**src/rtl/reg_bank_arbiter.sv**
```systemverilog
// rtl/reg_bank_arbiter.sv - two-requester round-robin controller for a 4 x 16-bit register bank
// Optional grant locking is compiled in with `define REG_BANK_ARB_LOCK_EN.
module reg_bank_arbiter #(
   parameter int WIDTH = 16,
   parameter int NREG  = 4
) (
   input  logic                       Clock,
   input  logic                       Reset,
   input  logic                       ReqA_Valid,
   output logic                       ReqA_Ready,
   input  logic [$clog2(NREG)-1:0]    ReqA_RegSel,
   input  logic [1:0]                 ReqA_FunSel,
   input  logic [WIDTH-1:0]           ReqA_Data,
   input  logic                       ReqA_Lock,
   input  logic                       ReqB_Valid,
   output logic                       ReqB_Ready,
   input  logic [$clog2(NREG)-1:0]    ReqB_RegSel,
   input  logic [1:0]                 ReqB_FunSel,
   input  logic [WIDTH-1:0]           ReqB_Data,
   input  logic                       ReqB_Lock,
   output logic [NREG-1:0]            RegE,
   output logic [1:0]                 RegFunSel,
   output logic [WIDTH-1:0]           RegI,
   input  logic [NREG*WIDTH-1:0]      RegQ,
   output logic                       RspValid,
   input  logic                       RspReady,
   output logic                       RspOwner,
   output logic [WIDTH-1:0]           RspData,
   output logic                       Busy
);

   localparam int SELW = $clog2(NREG);

   typedef enum logic [1:0] {
      IDLE   = 2'd0,
      ISSUE  = 2'd1,
      SAMPLE = 2'd2,
      RESP   = 2'd3
   } state_t;

   state_t            state;
   state_t            state_next;

   logic [SELW-1:0]   sel_q;
   logic [1:0]        fun_q;
   logic [WIDTH-1:0]  data_q;
   logic              owner_q;
   logic              last_served;
   logic [WIDTH-1:0]  rsp_data_q;
   logic              rsp_owner_q;

   logic              any_valid;
   logic              win_b;
   logic              accept;
   logic [WIDTH-1:0]  q_sel;
   logic              lock_win;

`ifdef REG_BANK_ARB_LOCK_EN
   logic              lock_q;
   logic              lock_hold;

   // lock_hold is only honoured in the first IDLE cycle after the locked command
   assign lock_win = lock_hold;
`else
   logic              unused_lock;

   assign unused_lock = ReqA_Lock | ReqB_Lock;
   assign lock_win    = 1'b0;
`endif

   assign any_valid = ReqA_Valid | ReqB_Valid;
   assign accept    = (state == IDLE) && any_valid;

   // win_b = 1 selects requester B; on a tie the one not served last wins
   always_comb begin
      win_b = ~last_served;
      if (ReqA_Valid && !ReqB_Valid) begin
         win_b = 1'b0;
      end else if (ReqB_Valid && !ReqA_Valid) begin
         win_b = 1'b1;
      end else if (lock_win) begin
         win_b = last_served;
      end
   end

   always_comb begin
      q_sel = '0;
      for (int k = 0; k < NREG; k++) begin
         if (sel_q == SELW'(k)) begin
            q_sel = RegQ[k*WIDTH +: WIDTH];
         end
      end
   end

   always_ff @(posedge Clock or negedge Reset) begin
      if (!Reset) begin
         state <= IDLE;
      end else begin
         state <= state_next;
      end
   end

   always_comb begin
      state_next = state;
      ReqA_Ready = 1'b0;
      ReqB_Ready = 1'b0;
      RegE       = '0;
      RegFunSel  = 2'b00;
      RegI       = '0;
      case (state)
         IDLE: begin
            ReqA_Ready = any_valid & ~win_b;
            ReqB_Ready = any_valid & win_b;
            if (any_valid) begin
               state_next = ISSUE;
            end
         end
         ISSUE: begin
            RegE       = NREG'(1) << sel_q;
            RegFunSel  = fun_q;
            RegI       = data_q;
            state_next = SAMPLE;
         end
         SAMPLE: begin
            state_next = RESP;
         end
         RESP: begin
            if (RspReady) begin
               state_next = IDLE;
            end
         end
         default: begin
            state_next = IDLE;
         end
      endcase
   end

   always_ff @(posedge Clock or negedge Reset) begin
      if (!Reset) begin
         sel_q       <= '0;
         fun_q       <= 2'b00;
         data_q      <= '0;
         owner_q     <= 1'b0;
         last_served <= 1'b1;
         rsp_data_q  <= '0;
         rsp_owner_q <= 1'b0;
      end else begin
         if (accept) begin
            sel_q   <= win_b ? ReqB_RegSel : ReqA_RegSel;
            fun_q   <= win_b ? ReqB_FunSel : ReqA_FunSel;
            data_q  <= win_b ? ReqB_Data   : ReqA_Data;
            owner_q <= win_b;
         end
         if (state == SAMPLE) begin
            rsp_data_q  <= q_sel;
            rsp_owner_q <= owner_q;
            last_served <= owner_q;
         end
      end
   end

`ifdef REG_BANK_ARB_LOCK_EN
   always_ff @(posedge Clock or negedge Reset) begin
      if (!Reset) begin
         lock_q    <= 1'b0;
         lock_hold <= 1'b0;
      end else begin
         if (accept) begin
            lock_q <= win_b ? ReqB_Lock : ReqA_Lock;
         end
         if (state == SAMPLE) begin
            lock_hold <= lock_q;
         end else if (state == IDLE) begin
            lock_hold <= 1'b0;
         end
      end
   end
`endif

   assign RspValid = (state == RESP);
   assign RspOwner = rsp_owner_q;
   assign RspData  = rsp_data_q;
   assign Busy     = (state != IDLE);

endmodule

```
**config.mk**
```make
export PLATFORM = sky130hd
export DESIGN_NAME = reg_bank_arbiter
export DESIGN_NICKNAME = d
export VERILOG_FILES = /design/src/rtl/reg_bank_arbiter.sv
export SDC_FILE = /design/constraint.sdc
export NUM_CORES = 1
export LEC_CHECK = 0
export BUFFER_PORTS_ARGS = -buffer_cell sky130_fd_sc_hd__buf_2
export CAP_MARGIN = 0
export CORE_UTILIZATION = 43
export CTS_CLUSTER_SIZE = 20
export DETAILED_ROUTE_END_ITERATION = 6
export PLACE_DENSITY = 0.8
export SYNTH_ARGS = -nofsm -noshare
export SYNTH_HDL_FRONTEND = slang
export SYNTH_SLANG_ARGS = --single-unit
```
**constraint.sdc**
```tcl
create_clock -name Clock -period 2.2 [get_ports Clock]
set_clock_uncertainty 0.15 [all_clocks]
set_input_delay 0.44 -clock Clock [delete_from_list [all_inputs] [get_ports Clock]]
set_output_delay 0.44 -clock Clock [all_outputs]
set_load 0.05 [all_outputs]
```
-- Yosys cells after proc, flatten, opt, wreduce, memory -nomap -nowiden
Index checks and enable logic that the tools add are counted.
- mux-type cells: 17
- shifts and indexed selects: 1
- bitwise logic cells: 5
- eq/ne operators: 8
- reductions and logical operators: 9
- operators with widths (operator ; count):
    2-to-1 mux 16 bit ; 6
    2-to-1 mux 2 bit ; 5
    equality test 2 bit (second input constant) ; 4
    one-hot mux 2 bit (4 select lines) ; 1
    equality test 2 x 1 -> 1 bit (second input constant) ; 2
    zero test 2 bit ; 2
    2-to-1 mux 1 bit ; 4
    2-to-1 mux 4 bit ; 1
    << shifter 1 x 2 -> 4 bit (first input constant) ; 1
    logical AND 1 bit ; 3
    AND 1 bit ; 2
    zero test 1 bit ; 2
    != test 2 x 1 -> 1 bit (second input constant) ; 1
    != test 2 bit (second input constant) ; 1
    NOT 1 bit ; 2
    AND reduction 2 bit ; 1
    nonzero test 2 bit ; 1
    bitwise OR 1 bit ; 1
- bits of input ports: 111
- register bits after elaboration: 41

-- Depth between registers and ports, before layout
Gate-level depths: netlist (run 1).
- depth after elaboration: 7
- mapped depth: 7

-- Worst setup path after synthesis (run 1)
No wires, ideal clock.
- kind: register to output
- start: reg state[1]
- end: out RegE[0]
- setup slack: -428 ps
- cell stages (with the launch flop): 5
- arrival: 2038 ps
- path buffers: 1
- data required time: 1610 ps
- cell sequence: dfrtp_1 inv_1 ha_1 clkbuf_1 nor3b_1
- cells in the longest elaborated chain, start to end: 2
- RTL lines (item ; RTL line ; text):
    from (decl) ; 41 ; state_t state;
    from (signal assigned) ; 99 ; state <= state_next;
    equality test 2 x 1 -> 1 bit ; 110 ; case (state)
    2-to-1 mux 4 bit ; 110 ;
    to (decl) ; 21 ; output logic [NREG-1:0] RegE,
No other way between the ends.

-- Final worst setup path (run 1)
- start: reg state[1]
- end: out RegI[6]
- cells in the longest elaborated chain, start to end: 2
- RTL lines (item ; RTL line ; text):
    equality test 2 x 1 -> 1 bit ; 110 ;
    2-to-1 mux 16 bit ; 110 ;
    to (decl) ; 23 ; output logic [WIDTH-1:0] RegI,
No other way between the ends.

==> out/results.ini, run 1 <==
[routing]
wl_mm=6.243
wl_per_cell_um=13.75
drt-met1-wl_mm=2.774
drt_drc_violations_left=0
dr_total_vias=2292
route.met2.wl_mm=3.109
ant_nets=0
first_pass_iters=4
viasPerCell=5.048
initialDrtViolationCount=85
top_layer_used=met4
met3_length_um=295

[worst_setup_path]
start_kind=flip-flop
crit_arrival_ns=1.50
cp-end-kind=primary output
crit_required_ns=1.61
cp_slowest_cell=dfrtp_1
path_max_fanout=11
path_class=reg -> out
cp_cell_sequence=inv_1 > ha_1 > buf_4 > and2_1 > buf_2
cpPeakStageDelay_ns=0.40

[pwr]
clockPowerShare_pct=9.3
power_frac_seq_pct=27.4
p_leak_nw=1.863
intPower_w=0.002498
powerDensity_nw_per_um2=1448
irDropWorstVdd_mv=1.021
total_power_w=0.004928
swShare_pct=49.30
p_comb_share_pct=63.3
power_switching_w=0.002430

[placed_design]
dp_hpwl_mm=4.700
place.gp.congestion=0.7691
post-place-ws_ns=0.3033
port_buffers=151

[clock_network]
cts_tree=done
clkTransAtPathRegs_ns=0.08
clock_latency_ns=0.28
numCtsBuffers=5
cts-htree-levels=2
max-clock-path-buffers=2
clkSinkCount=41
clockRootBuffer=clkbuf_8

[floorplanning]
core.rowCount=26
start_util_pct=45.58
io_pins=154
dieWidth_um=76.28
chipHeight_um=76.28
coreArea_um2=5205
die_area_um2=5818

[sta]
slew_headroom_pct=61.33
rsz0062_at_grt=true
period_needed_ns=2.093
tightest_slew_ns=0.5761
maxSlewViolCount=0
post-route-period-util_pct=95.15
setup_viol=0
hold_viol_final=0
setup_slack_ns=0.1068
fmax_ghz=0.4777

[run_status]
status=finished, final reports clean

[synthesis]
synth_edf_count=0
synth-seq-area-share_pct=43.30
ys_seq_elements=41
synth.most_common_cell=dfrtp_1
syn_area_um2=2372
syn_nets=346
yosys-top-cells-area=dfrtp_1 (42%), a221o_1 (8.4%), mux2_2 (7.6%)
yosysTopAreaCell=dfrtp_1
yosysTopAreaCellShare_pct=42.19
synth_cell_type_count=25
ys_top_cells_by_count=dfrtp_1 (40), and3_1 (21), inv_1 (21), nand2_1 (21)
syn-mean-instance-area_um2=10.31
synth_flop_cell=dfrtp_1
synth_warnings=0
synthArstFlopShare_pct=100.0
synth_cells=230

[global_routing]
grt_max_degree=42
grt_remaining_overflow=0
grt_pass1_vias=2203
grt_antenna_before_repair=0
grt_pass1_wl_mm=10.09
grt_usage_pct=21.54

[job]
maxCapViolations=0

[cells_and_area]
drive_gt1_share_pct=50.78
final_nets=499
antenna_cells=0
area_delta_synth_final_pct=43.46

[hold_path]
hold_path.class=in -> reg

==> power by group through the flow <==
stage | logic (W) | clock network, W | registers, W
after global placement | 0.00297 | 0 | 0.00134
after global routing | 0.00332 | 0.000514 | 0.00140
final | 0.00312 | 0.000458 | 0.00135
after detailed placement | 0.00304 | 0 | 0.00135
after floorplan | 0.00183 | 0 | 0.00183
after CTS | 0.00305 | 0.000474 | 0.00135
==> flip-flops by register name (all words and copies together), names as in the netlist <==
signal and count:
RspData 16, data_q 16, fun_q 2, sel_q 2, state 2, RspOwner 1
last_served 1, owner_q 1
==> final cells by class <==
class,count,area [um2]
Clock inverter,2,10.01
Sequential cell,41,1027
Fill cell,444,1802
Tap cell,70,87.58
Clock buffer,6,72.57
Timing Repair Buffer,165,932.1
Inverter,22,82.58
Multi-Input combinational cell,148,1191
==> critical path: cells and delay by family, from the launching register on <==
family        cells  cell delay (ns)
buf+inv           3             0.52
flops             1             0.40
fa+ha+maj         1             0.17
simple gates      1             0.13
==> layer usage <==
metal  vias up  track usage [%]
met2        81            36.76
met3         6            4.671
li1       1137                -
met1      1068            27.29
met5         -                0
met4         0            6.346
==> final timing paths <==
check / start / to / slack [ns] / cells after the start
max: state[1]$_DFFE_PN0P_ / RegI[6] / 0.11 / 5
min: ReqA_Data[2] / data_q[2]$_DFFE_PN0P_ / 0.23 / 2
max reg2reg: sel_q[1]$_DFFE_PN0P_ / RspData[1]$_DFFE_PN0N_ / 0.36 / 4
min reg2reg: owner_q$_DFFE_PN0P_ / owner_q$_DFFE_PN0P_ / 0.35 / 1
max in group asynchronous: Reset / last_served$_DFFE_PN1N_ / 1.13 / 3
min in group asynchronous: Reset / sel_q[0]$_DFFE_PN0P_ / 0.51 / 3
==> cells by family after synthesis <==
family                     share of synthesized area, %
muxes                                             15.40
adders and majority gates                         2.637
and+or+nand+nor                                   15.40
buffers and inverters                             7.331
DFF                                               43.30
AOI/OAI and AO/OA                                 15.93
==> placed cells by master (no fill, tap or decap), types with 2 or more instances in the layout <==
master | Yosys | routed
a221o_1 | 20 | 20
and2_1 | 20 | 20
and3_1 | 21 | 21
buf_2 | 7 | 133
buf_4 | 1 | 14
buf_6 | 1 | 3
clkbuf_4 | 0 | 13
clkbuf_8 | 0 | 5
clkinv_2 | 0 | 2
dfrtp_1 | 40 | 40
ha_1 | 5 | 4
inv_1 | 21 | 20
inv_2 | 1 | 2
mux2_2 | 16 | 16
mux2i_1 | 17 | 17
nand2_1 | 21 | 21
o21ai_0 | 3 | 2
o221ai_1 | 16 | 16
==> what timing repair did <==
item | CTS | global route
setup endpoints to repair | 3 | 24
gates resized for setup | 3 | 24
hold buffers | 1 | 0
setup buffers | 0 | 2
hold endpoints to repair | 40 | 0
gates cloned | 0 | 0
==> through the flow <==
stage	hold WS, ns	TNS, ns	instances	area [um2]	utilization (%)
4_1_cts	0.2198	0	452	3328	63.94
5_1_grt	0.2170	-0.04149	454	3403	65.38
6_report	0.2300	0	454	3403	65.38
3_3_place_gp	0.2775	0	443	3228	62.02
2_1_floorplan	-0.005591	0	230	2377	-
3_5_place_dp	0.2816	0	443	3228	62.02
Power figures use the tool's default switching activity.
==> run 2, diff against run 1 <==
- BUFFER_PORTS_ARGS: -buffer_cell sky130_fd_sc_hd__buf_2 -> unset
- CORE_UTILIZATION: 43 -> 55
- DONT_BUFFER_PORTS: unset -> 1
- PLACE_DENSITY: 0.8 -> 0.69
==> run 2 against run 1 <==
Design area is 10% lower. Sequential power is 42% higher. Critical path type unchanged. Combinational power is 14% lower. Critical endpoint is now RegE[0]. Total power is 5.8% higher. Register-to-register slack worse by 0.05 ns. Clock power is 35% higher. Sequential cell count stayed put. Fmax is 1.7% lower. Highest routed layer unchanged. Utilization is 10 points higher. Non-clock buffer count is 129 lower. Wire length is 5.4% lower. Global-route usage is 4.0 points higher.
==> out/results.ini, run 2 (same netlist as run 1, synthesis figures left out) <==
[clock_network]
clock_latency_ns=0.29
numCtsBuffers=5
clkTransAtPathRegs_ns=0.08
clockRootBuffer=clkbuf_8
max-clock-path-buffers=2
clkSinkCount=41
cts-htree-levels=2
cts_tree=done

[floorplanning]
coreArea_um2=4058
dieWidth_um=67.68
start_util_pct=58.46
io_pins=154
core.rowCount=23
chipHeight_um=67.68
die_area_um2=4580

[hold_path]
hold_path.class=in -> reg
whs_endpoint=fun_q[0]$_DFFE_PN0P_
hold_depth=1
worstHoldStart=ReqA_FunSel[0]

[pwr]
p_comb_share_pct=51.2
power_frac_seq_pct=36.9
swShare_pct=47.28
powerDensity_nw_per_um2=1703
power_switching_w=0.002466
p_leak_nw=1.434
irDropWorstVdd_mv=0.8260
intPower_w=0.002750
clockPowerShare_pct=11.9

[sta]
slew_headroom_pct=48.09
post-route-period-util_pct=96.77
tightest_slew_ns=0.7735
maxSlewViolCount=0
setup_slack_ns=0.07107
finalSetupTns_ns=0
fmax_ghz=0.4697
rsz0062_at_grt=false
period_needed_ns=2.129
hold_viol_final=0
setup_viol=0

[routing]
initialDrtViolationCount=82
ant_nets=0
dr_total_vias=1902
first_pass_iters=4
viasPerCell=6.236
drt_drc_violations_left=0
wl_per_cell_um=19.36
wl_mm=5.905

[cells_and_area]
final_nets=370
final_common_cell=dfrtp_1
drive_gt1_share_pct=25.88
antenna_cells=0
area_delta_synth_final_pct=29.11
most-common-layout-cells=dfrtp_1 (40), buf_12 (24), nand2_1 (21), and3_1 (21)
fillers=264

[worst_setup_path]
start_kind=flip-flop
rr_worst_depth=5
path_class=reg -> out
crit_required_ns=1.61
r2r-end=data_q[12]$_DFFE_PN0P_
path_max_fanout=22
crit_start=state[1]$_DFFE_PN0P_
cp-end-kind=primary output
ff2ff_setup_slack_ns=0.31
rr_startpoint=state[1]$_DFFE_PN0P_
crit_arrival_ns=1.54

[global_routing]
grt_max_degree=42
grt_pass1_wl_mm=8.507
grt_remaining_overflow=0
grt_antenna_before_repair=0
grt_pass1_vias=1975
grt_usage_pct=25.55

[run_status]
status=finished, final reports clean

[placed_design]
post-place-ws_ns=0.2771
place.gp.congestion=0.7253
port_buffers=0
dp_hpwl_mm=4.391

[job]
maxCapViolations=0

-- run 2: cell types whose count changed in the layout (fill, tap and decap cells not counted), moves of 2 or more --
cell / previous run / this run
buf_12: 1 / 24
buf_2: 133 / 0
buf_4: 14 / 8
clkbuf_4: 13 / 0
clkinv_2: 2 / 0
-- run 2: worst max-delay path, stage by stage (launching register included) --
cell,delay [ns]
dfrtp_1,0.43
inv_2,0.10
ha_1,0.16
buf_6,0.17
nor3b_2,0.20
buf_6,0.18
-- run 2: stage by stage --
step / std cells / util [%] / cell area, um2 / total power (W) / hold WS [ns]
final: 305 / 75.49 / 3063 / 0.005216 / 0.1436
after global routing: 305 / 75.49 / 3063 / 0.005489 / 0.1284
after CTS: 305 / 75.15 / 3049 / 0.005224 / 0.1313
after detailed placement: 295 / 71.35 / 2895 / 0.004560 / -0.004667
after global placement: 295 / 71.35 / 2895 / 0.004411 / -0.004775
after floorplan: 230 / - / 2377 / 0.003662 / -0.005591
-- run 2: worst max path at each step --
stage / to / slack [ns]
2_1_floorplan: RegE[1] / 0.04
3_3_place_gp: state[1]$_DFFE_PN0P_ / 0.34
3_5_place_dp: data_q[12]$_DFFE_PN0P_ / 0.28
4_1_cts: ReqA_Ready / 0.02
5_1_grt: RegE[0] / 0.0008
6_report: RegE[0] / 0.07
-- run 2: what timing repair did --
action / 4_1_cts / 5_1_grt
gates resized for setup: 2 / 5
setup buffers: 0 / 0
hold buffers: 2 / 0
hold endpoints to repair: 41 / 0
pin swaps: 0 / 0
endpoints found under the setup margin: 2 / 9
-- run 2: power by group through the flow --
stage,Sequential (W),Combinational [W],Clock [W]
after global routing,0.00198,0.00285,0.000667
after global placement,0.00190,0.00251,0
final,0.00192,0.00267,0.000620
after floorplan,0.00183,0.00183,0
after CTS,0.00192,0.00267,0.000638
after detailed placement,0.00193,0.00263,0
-- run 2: area by class of cell --
type,count,area (um2),share of cell area [%]
Multi-Input combinational cell,148,1190,38.85
Sequential cell,41,1027,33.54
Timing Repair Buffer,36,584.3,19.08
Clock buffer,7,86.33,2.819
Inverter,22,82.58,2.696
Tap cell,50,62.56,2.042
Clock inverter,1,30.03,0.9804
-- run 2: metal layers --
metal	wire length [um]	vias to the layer above	GRT usage, %
li1	-	873	-
met1	2082	916	24.95
met2	3249	104	48.27
met3	505	9	8.784
met4	68	0	10.11
met5	0	-	0
